File: config.mk
export PLATFORM = sky130hd
export DESIGN_NAME = xor_fold_compactor
export DESIGN_NICKNAME = d
export VERILOG_FILES = /design/src/rtl/xor_fold_compactor.sv
export SDC_FILE = /design/constraint.sdc
export NUM_CORES = 1
export LEC_CHECK = 0
export CAP_MARGIN = 30
export CORE_ASPECT_RATIO = 1.5
export CORE_MARGIN = 1
export CORE_UTILIZATION = 45
export DETAILED_ROUTE_END_ITERATION = 10
export HOLD_SLACK_MARGIN = 0.05
export PLACE_DENSITY = 0.82
export SYNTH_ARGS = -nofsm -noshare
export SYNTH_HDL_FRONTEND = slang
export SYNTH_SLANG_ARGS = --single-unit
File: constraint.sdc
create_clock -name ap_clk -period 3.5 [get_ports ap_clk]
set_input_delay 0.7 -clock ap_clk [delete_from_list [all_inputs] [get_ports ap_clk]]
set_output_delay 0.7 -clock ap_clk [all_outputs]
set_load 0.05 [all_outputs]
File: src/rtl/xor_fold_compactor.sv
// Folds NUM_CH channel streams through a pipelined, valid-aware XOR tree, and keeps a per-run
// signature and word count. Define XOR_FOLD_ROTATE_EN for an order-sensitive (rotate-XOR) signature.
module xor_fold_compactor #(
    parameter int NUM_CH    = 4,
    parameter int DIN_WIDTH = 32,
    parameter int OUT_WIDTH = 4,
    parameter int CNT_WIDTH = 32
) (
    input  logic                        ap_clk,
    input  logic                        ap_rst,
    input  logic                        ap_start,
    input  logic                        ap_done,
    input  logic [NUM_CH*DIN_WIDTH-1:0] ch_din,
    input  logic [NUM_CH-1:0]           ch_write,
    output logic [OUT_WIDTH-1:0]        data_out,
    output logic                        data_valid,
    output logic [OUT_WIDTH-1:0]        sig_out,
    output logic [CNT_WIDTH-1:0]        word_cnt,
    output logic                        sig_valid
);

    localparam int LOG2   = $clog2(NUM_CH);
    localparam int LAT    = 2 + LOG2;
    localparam int NODES  = 2 * NUM_CH - 1;
    localparam int SLICES = DIN_WIDTH / OUT_WIDTH;
    localparam int PCW    = $clog2(NUM_CH + 1);
    localparam int DCW    = $clog2(LAT + 1);

    typedef enum logic [1:0] {IDLE, RUN, DRAIN, DONE} state_t;

    // Heap-ordered tree: node i has children 2i+1 and 2i+2; leaves hold the stage-1 registers.
    logic [OUT_WIDTH-1:0] node_d [NODES];
    logic [NODES-1:0]     node_v;
    logic [NUM_CH-1:0]    leaf_v;
    logic [PCW-1:0]       leaf_pop;
    logic [CNT_WIDTH:0]   cnt_sum;
    logic [CNT_WIDTH-1:0] cnt_next;
    logic [OUT_WIDTH-1:0] sig_next;
    logic [DCW-1:0]       drain_cnt;
    logic                 start_q;
    logic                 start_rise;
    state_t               state;

    function automatic logic [OUT_WIDTH-1:0] fold_word(input logic [DIN_WIDTH-1:0] w);
        logic [OUT_WIDTH-1:0] acc;
        acc = '0;
        for (int s = 0; s < SLICES; s++) acc ^= w[s*OUT_WIDTH +: OUT_WIDTH];
        return acc;
    endfunction

    function automatic logic [OUT_WIDTH-1:0] merge(input logic [OUT_WIDTH-1:0] da, input logic va,
                                                   input logic [OUT_WIDTH-1:0] db, input logic vb);
        case ({va, vb})
            2'b10:   return da;
            2'b01:   return db;
            2'b11:   return da ^ db;
            default: return '0;
        endcase
    endfunction

    function automatic logic [PCW-1:0] popcount(input logic [NUM_CH-1:0] v);
        logic [PCW-1:0] c;
        c = '0;
        for (int i = 0; i < NUM_CH; i++) c = c + PCW'(v[i]);
        return c;
    endfunction

    always_ff @(posedge ap_clk) begin
        if (ap_rst) begin
            node_d     <= '{default: '0};
            node_v     <= '0;
            data_out   <= '0;
            data_valid <= 1'b0;
        end else begin
            for (int k = 0; k < NUM_CH; k++) begin
                node_d[NUM_CH-1+k] <= fold_word(ch_din[k*DIN_WIDTH +: DIN_WIDTH]);
                node_v[NUM_CH-1+k] <= ch_write[k];
            end
            for (int i = 0; i < NUM_CH - 1; i++) begin
                node_d[i] <= merge(node_d[2*i+1], node_v[2*i+1], node_d[2*i+2], node_v[2*i+2]);
                node_v[i] <= node_v[2*i+1] | node_v[2*i+2];
            end
            // Leaves carry unmasked folds, so the root is masked here for NUM_CH=1.
            data_out   <= node_v[0] ? node_d[0] : '0;
            data_valid <= node_v[0];
        end
    end

    assign leaf_v     = node_v[NODES-1:NUM_CH-1];
    assign leaf_pop   = popcount(leaf_v);
    assign cnt_sum    = {1'b0, word_cnt} + (CNT_WIDTH+1)'(leaf_pop);
    assign cnt_next   = cnt_sum[CNT_WIDTH] ? '1 : cnt_sum[CNT_WIDTH-1:0];
    assign start_rise = ap_start & ~start_q;

`ifdef XOR_FOLD_ROTATE_EN
    assign sig_next = ((sig_out << 1) | (sig_out >> (OUT_WIDTH - 1))) ^ data_out;
`else
    assign sig_next = sig_out ^ data_out;
`endif

    always_ff @(posedge ap_clk) begin
        if (ap_rst) begin
            state     <= IDLE;
            start_q   <= 1'b0;
            sig_out   <= '0;
            word_cnt  <= '0;
            sig_valid <= 1'b0;
            drain_cnt <= '0;
        end else begin
            start_q <= ap_start;
            case (state)
                IDLE, DONE: begin
                    if (start_rise) begin
                        state     <= RUN;
                        sig_out   <= '0;
                        word_cnt  <= '0;
                        sig_valid <= 1'b0;
                    end
                end
                RUN: begin
                    if (data_valid) sig_out <= sig_next;
                    word_cnt <= cnt_next;
                    if (ap_done) begin
                        state     <= DRAIN;
                        drain_cnt <= DCW'(LAT);
                    end
                end
                DRAIN: begin
                    if (data_valid) sig_out <= sig_next;
                    word_cnt <= cnt_next;
                    // L cycles after ap_done the last write of the run has been accumulated.
                    if (drain_cnt <= DCW'(1)) begin
                        state     <= DONE;
                        sig_valid <= 1'b1;
                        drain_cnt <= '0;
                    end else begin
                        drain_cnt <= drain_cnt - DCW'(1);
                    end
                end
                default: state <= IDLE;
            endcase
        end
    end

endmodule

==> results.cfg <==
[cts]
ctsHtreeMaxLevel = 3
cts_resized = 0
clock_latency_ns = 0.34
clock_tree.root_cell = clkbuf_16
clkTransAtPathRegs_ns = 0.06
clk_path_buf_depth = 2
cts.repair_timing.setup_buffer_count = 0
cts_buffers = 9
cts_sinks = 83
cts_tree = yes
cts_hold_repair.buffers = 0

[run_status]
status = finished, final reports clean

[worst_hold_path]
min_path_type = reg -> reg

[timing]
maxClockFrequency_mhz = 320
hold_viol_final = 0
report.final.slew_viol_count = 0
setup_viol = 0
timing.max_slew.rel_slack_pct = 49.4
worst-slew-pin-transition_ns = 0.759
grt_setup_unrepaired = no
maximum_clock_skew_at_final_layout_ns = 0.00554
period_needed_ns = 3.13
fin_ws_ns = 0.372
final.setup.tns_ns = 0
period_share_pct = 89.4

[final_layout]
layout-area-overhead-vs-synth_pct = 46.6
design.final.nets = 870
post-route-util_pct = 68.0
ratio_of_cells_with_drive_above_1_in_the_final_layout_pct = 5.06
antennaDiodeCount = 0

[worst_setup_path]
critical_path.startpoint_type = flop
worst-r2r-setup-slack_ns = 0.37
critPathCaptureType = flop
worstPathMaxFanout = 9
worst-endpoint-arrival_ns = 3.36
path_class = reg -> reg
cp.required_ns = 3.73

[logic_synthesis]
netlist_instances = 551
synthArstFlopShare_pct = 0
netlist_top_cells_area = dfxtp_1 35%, xnor2_1 18%, xor2_1 5.6%, nor2_1 4.4%, nand2_1 4.1%
synth.most_common_cell = xnor2_1
synth-simple-area-share_pct = 21.6
synth_mux_area_share_pct = 0.213
synth.cell_area_um2 = 4700
post_synth_most_frequent_cells = 94 x xnor2_1, 83 x dfxtp_1, 55 x nor2_1, 52 x nand2_1, 32 x o21ai_0
yosys.area_share.adder_pct = 2.61
synthDistinctLibCells = 61
mean_post_synth_cell_area_um2 = 8.54
post-synth-top-area-fraction_pct = 35.3
synth_edf_count = 0
synth_warnings = 0
synth_largest_area_cell = dfxtp_1
number_of_synthesized_register_bits = 83
largest_family_of_logic_cells_by_synthesized_area = XOR/XNOR gates
synth-compound-area-share_pct = 14.3
synth_seq_area_share_pct = 35.3
synth_xor_xnor_area_share_pct = 23.1
ys_flop_type = dfxtp_1
syn_nets = 695

[drt]
route.final.wire_length_um = 12700
routed_vias = 4646
drt_first_iter_violations = 203
route.antenna.remaining_nets = 0
route.detailed.vias_per_inst = 5.48
detail_route.first_pass.iterations = 6
drt_drc_violations_left = 0
detail_route.wl_per_cell_um = 15.0

[floorplan]
die_outline_height_um = 127
ports_placed_on_the_boundary = 178
fp.coreArea_um2 = 10100
fp.dieArea_um2 = 10900
row_count = 45
start_util_pct = 46.4
die_width_um = 85.5

[grt]
grt_antenna_before_repair = 0
gr-total-overflow = 0
grt_use_total_pct = 24.0
grt_start_max_net_pins = 39
grt_pass1_wl_um = 20700
first_global_vias = 4678

[placed_design]
place.detailed.hpwl_um = 10100
io_buffers = 177
pre_cts_slack_ns = 0.402
gp_routability_congestion = 0.939

[power]
power_leakage_uw = 0.00248
vdd.ir_drop.worst_mv = 0.226
cellPowerDensity_nw_per_um2 = 466

[job]
timing.max_cap.violations = 0
path summary, 6_finish.rpt:
kind / start / endpoint / cells past startpoint
max: node_v[3]$_SDFF_PP0_ / word_cnt[31]$_SDFFE_PP0P_ / 10
min: node_d[27]$_SDFF_PP0_ / data_out[3]$_SDFF_PP0_ / 1
max reg2reg: node_v[3]$_SDFF_PP0_ / word_cnt[31]$_SDFFE_PP0P_ / 10
min reg2reg: node_d[27]$_SDFF_PP0_ / data_out[3]$_SDFF_PP0_ / 1
stage by stage:
stage               power (uW)  cells  instance area (um^2)  hold slack (ns)
floorplan                 1860    551                  4700            0.406
global placement          2230    832                  6580            0.415
detailed placement        2250    832                  6580            0.416
CTS                       3220    848                  6890            0.432
global route              3390    848                  6900            0.459
finish                    3220    848                  6900            0.427
power by group:
| group | switching, uW | internal, uW |
|---|---|---|
| sequential | 53.5 | 1040 |
| combinational | 653 | 501 |
| clock | 408 | 565 |
per-layer routing:
layer	vias up	GRT usage, %	share of wire (%)
met2	239	45.6	53
met1	2106	23.9	35
met5	-	0	0
met4	0	14.5	4.8
li1	2251	-	-
met3	50	4.07	6.6
final cells by class:
class                   count  area, um^2
flip-flops and latches     83        1660
repair buffers            183        1810
clock inverters             7        85.1
inverters                  13        48.8
fillers                   810        3240
clock buffers               9         225
multi-input cells         436        2920
well taps                 117         146
cell families (layout without fill, tap and decap cells):
logic type,after synthesis,after routing
simple gates,192,192
xor+xnor,124,124
compound gates,111,111
flops,83,83
buf+inv,32,212
fa+ha+maj,8,8
mux,1,1
cells in the final DEF (no fill, tap or decap), types with 5 or more instances in the layout:
| cell type | Yosys | routed |
|---|---|---|
| nor3_1 | 13 | 13 |
| dfxtp_1 | 83 | 83 |
| clkdlybuf4s50_1 | 0 | 176 |
| nor2b_1 | 9 | 9 |
| xor2_1 | 30 | 30 |
| a211oi_1 | 6 | 6 |
| a21oi_1 | 30 | 30 |
| nand2_1 | 52 | 52 |
| a31oi_1 | 15 | 15 |
| nand4_1 | 6 | 6 |
| o311ai_0 | 6 | 6 |
| xnor2_1 | 94 | 94 |
| inv_1 | 13 | 13 |
| and4_1 | 5 | 5 |
| o21ai_0 | 32 | 32 |
| ha_1 | 5 | 5 |
| nor2_1 | 55 | 55 |
| nand3_1 | 6 | 6 |
| buf_4 | 1 | 6 |
| clkbuf_16 | 0 | 9 |
| and3_1 | 7 | 7 |
| and2_1 | 9 | 9 |
sequential cells by signal (all words and copies together) (netlist names):
name        cells
drain_cnt       3
node_d         28
data_out        4
start_q         1
data_valid      1
state           2
word_cnt       32
sig_valid       1
sig_out         4
node_v          7
critical path, stage by stage (launching register included):
cell and delay, ns:
dfxtp_1 0.37, fa_1 0.52, inv_1 0.05, fa_1 0.38
inv_1 0.08, fa_1 0.22, and3_1 0.33, nand2_4 0.13
nor4_4 0.48, a22oi_1 0.16, o41ai_1 0.29
(Power assumes the default switching activity.)
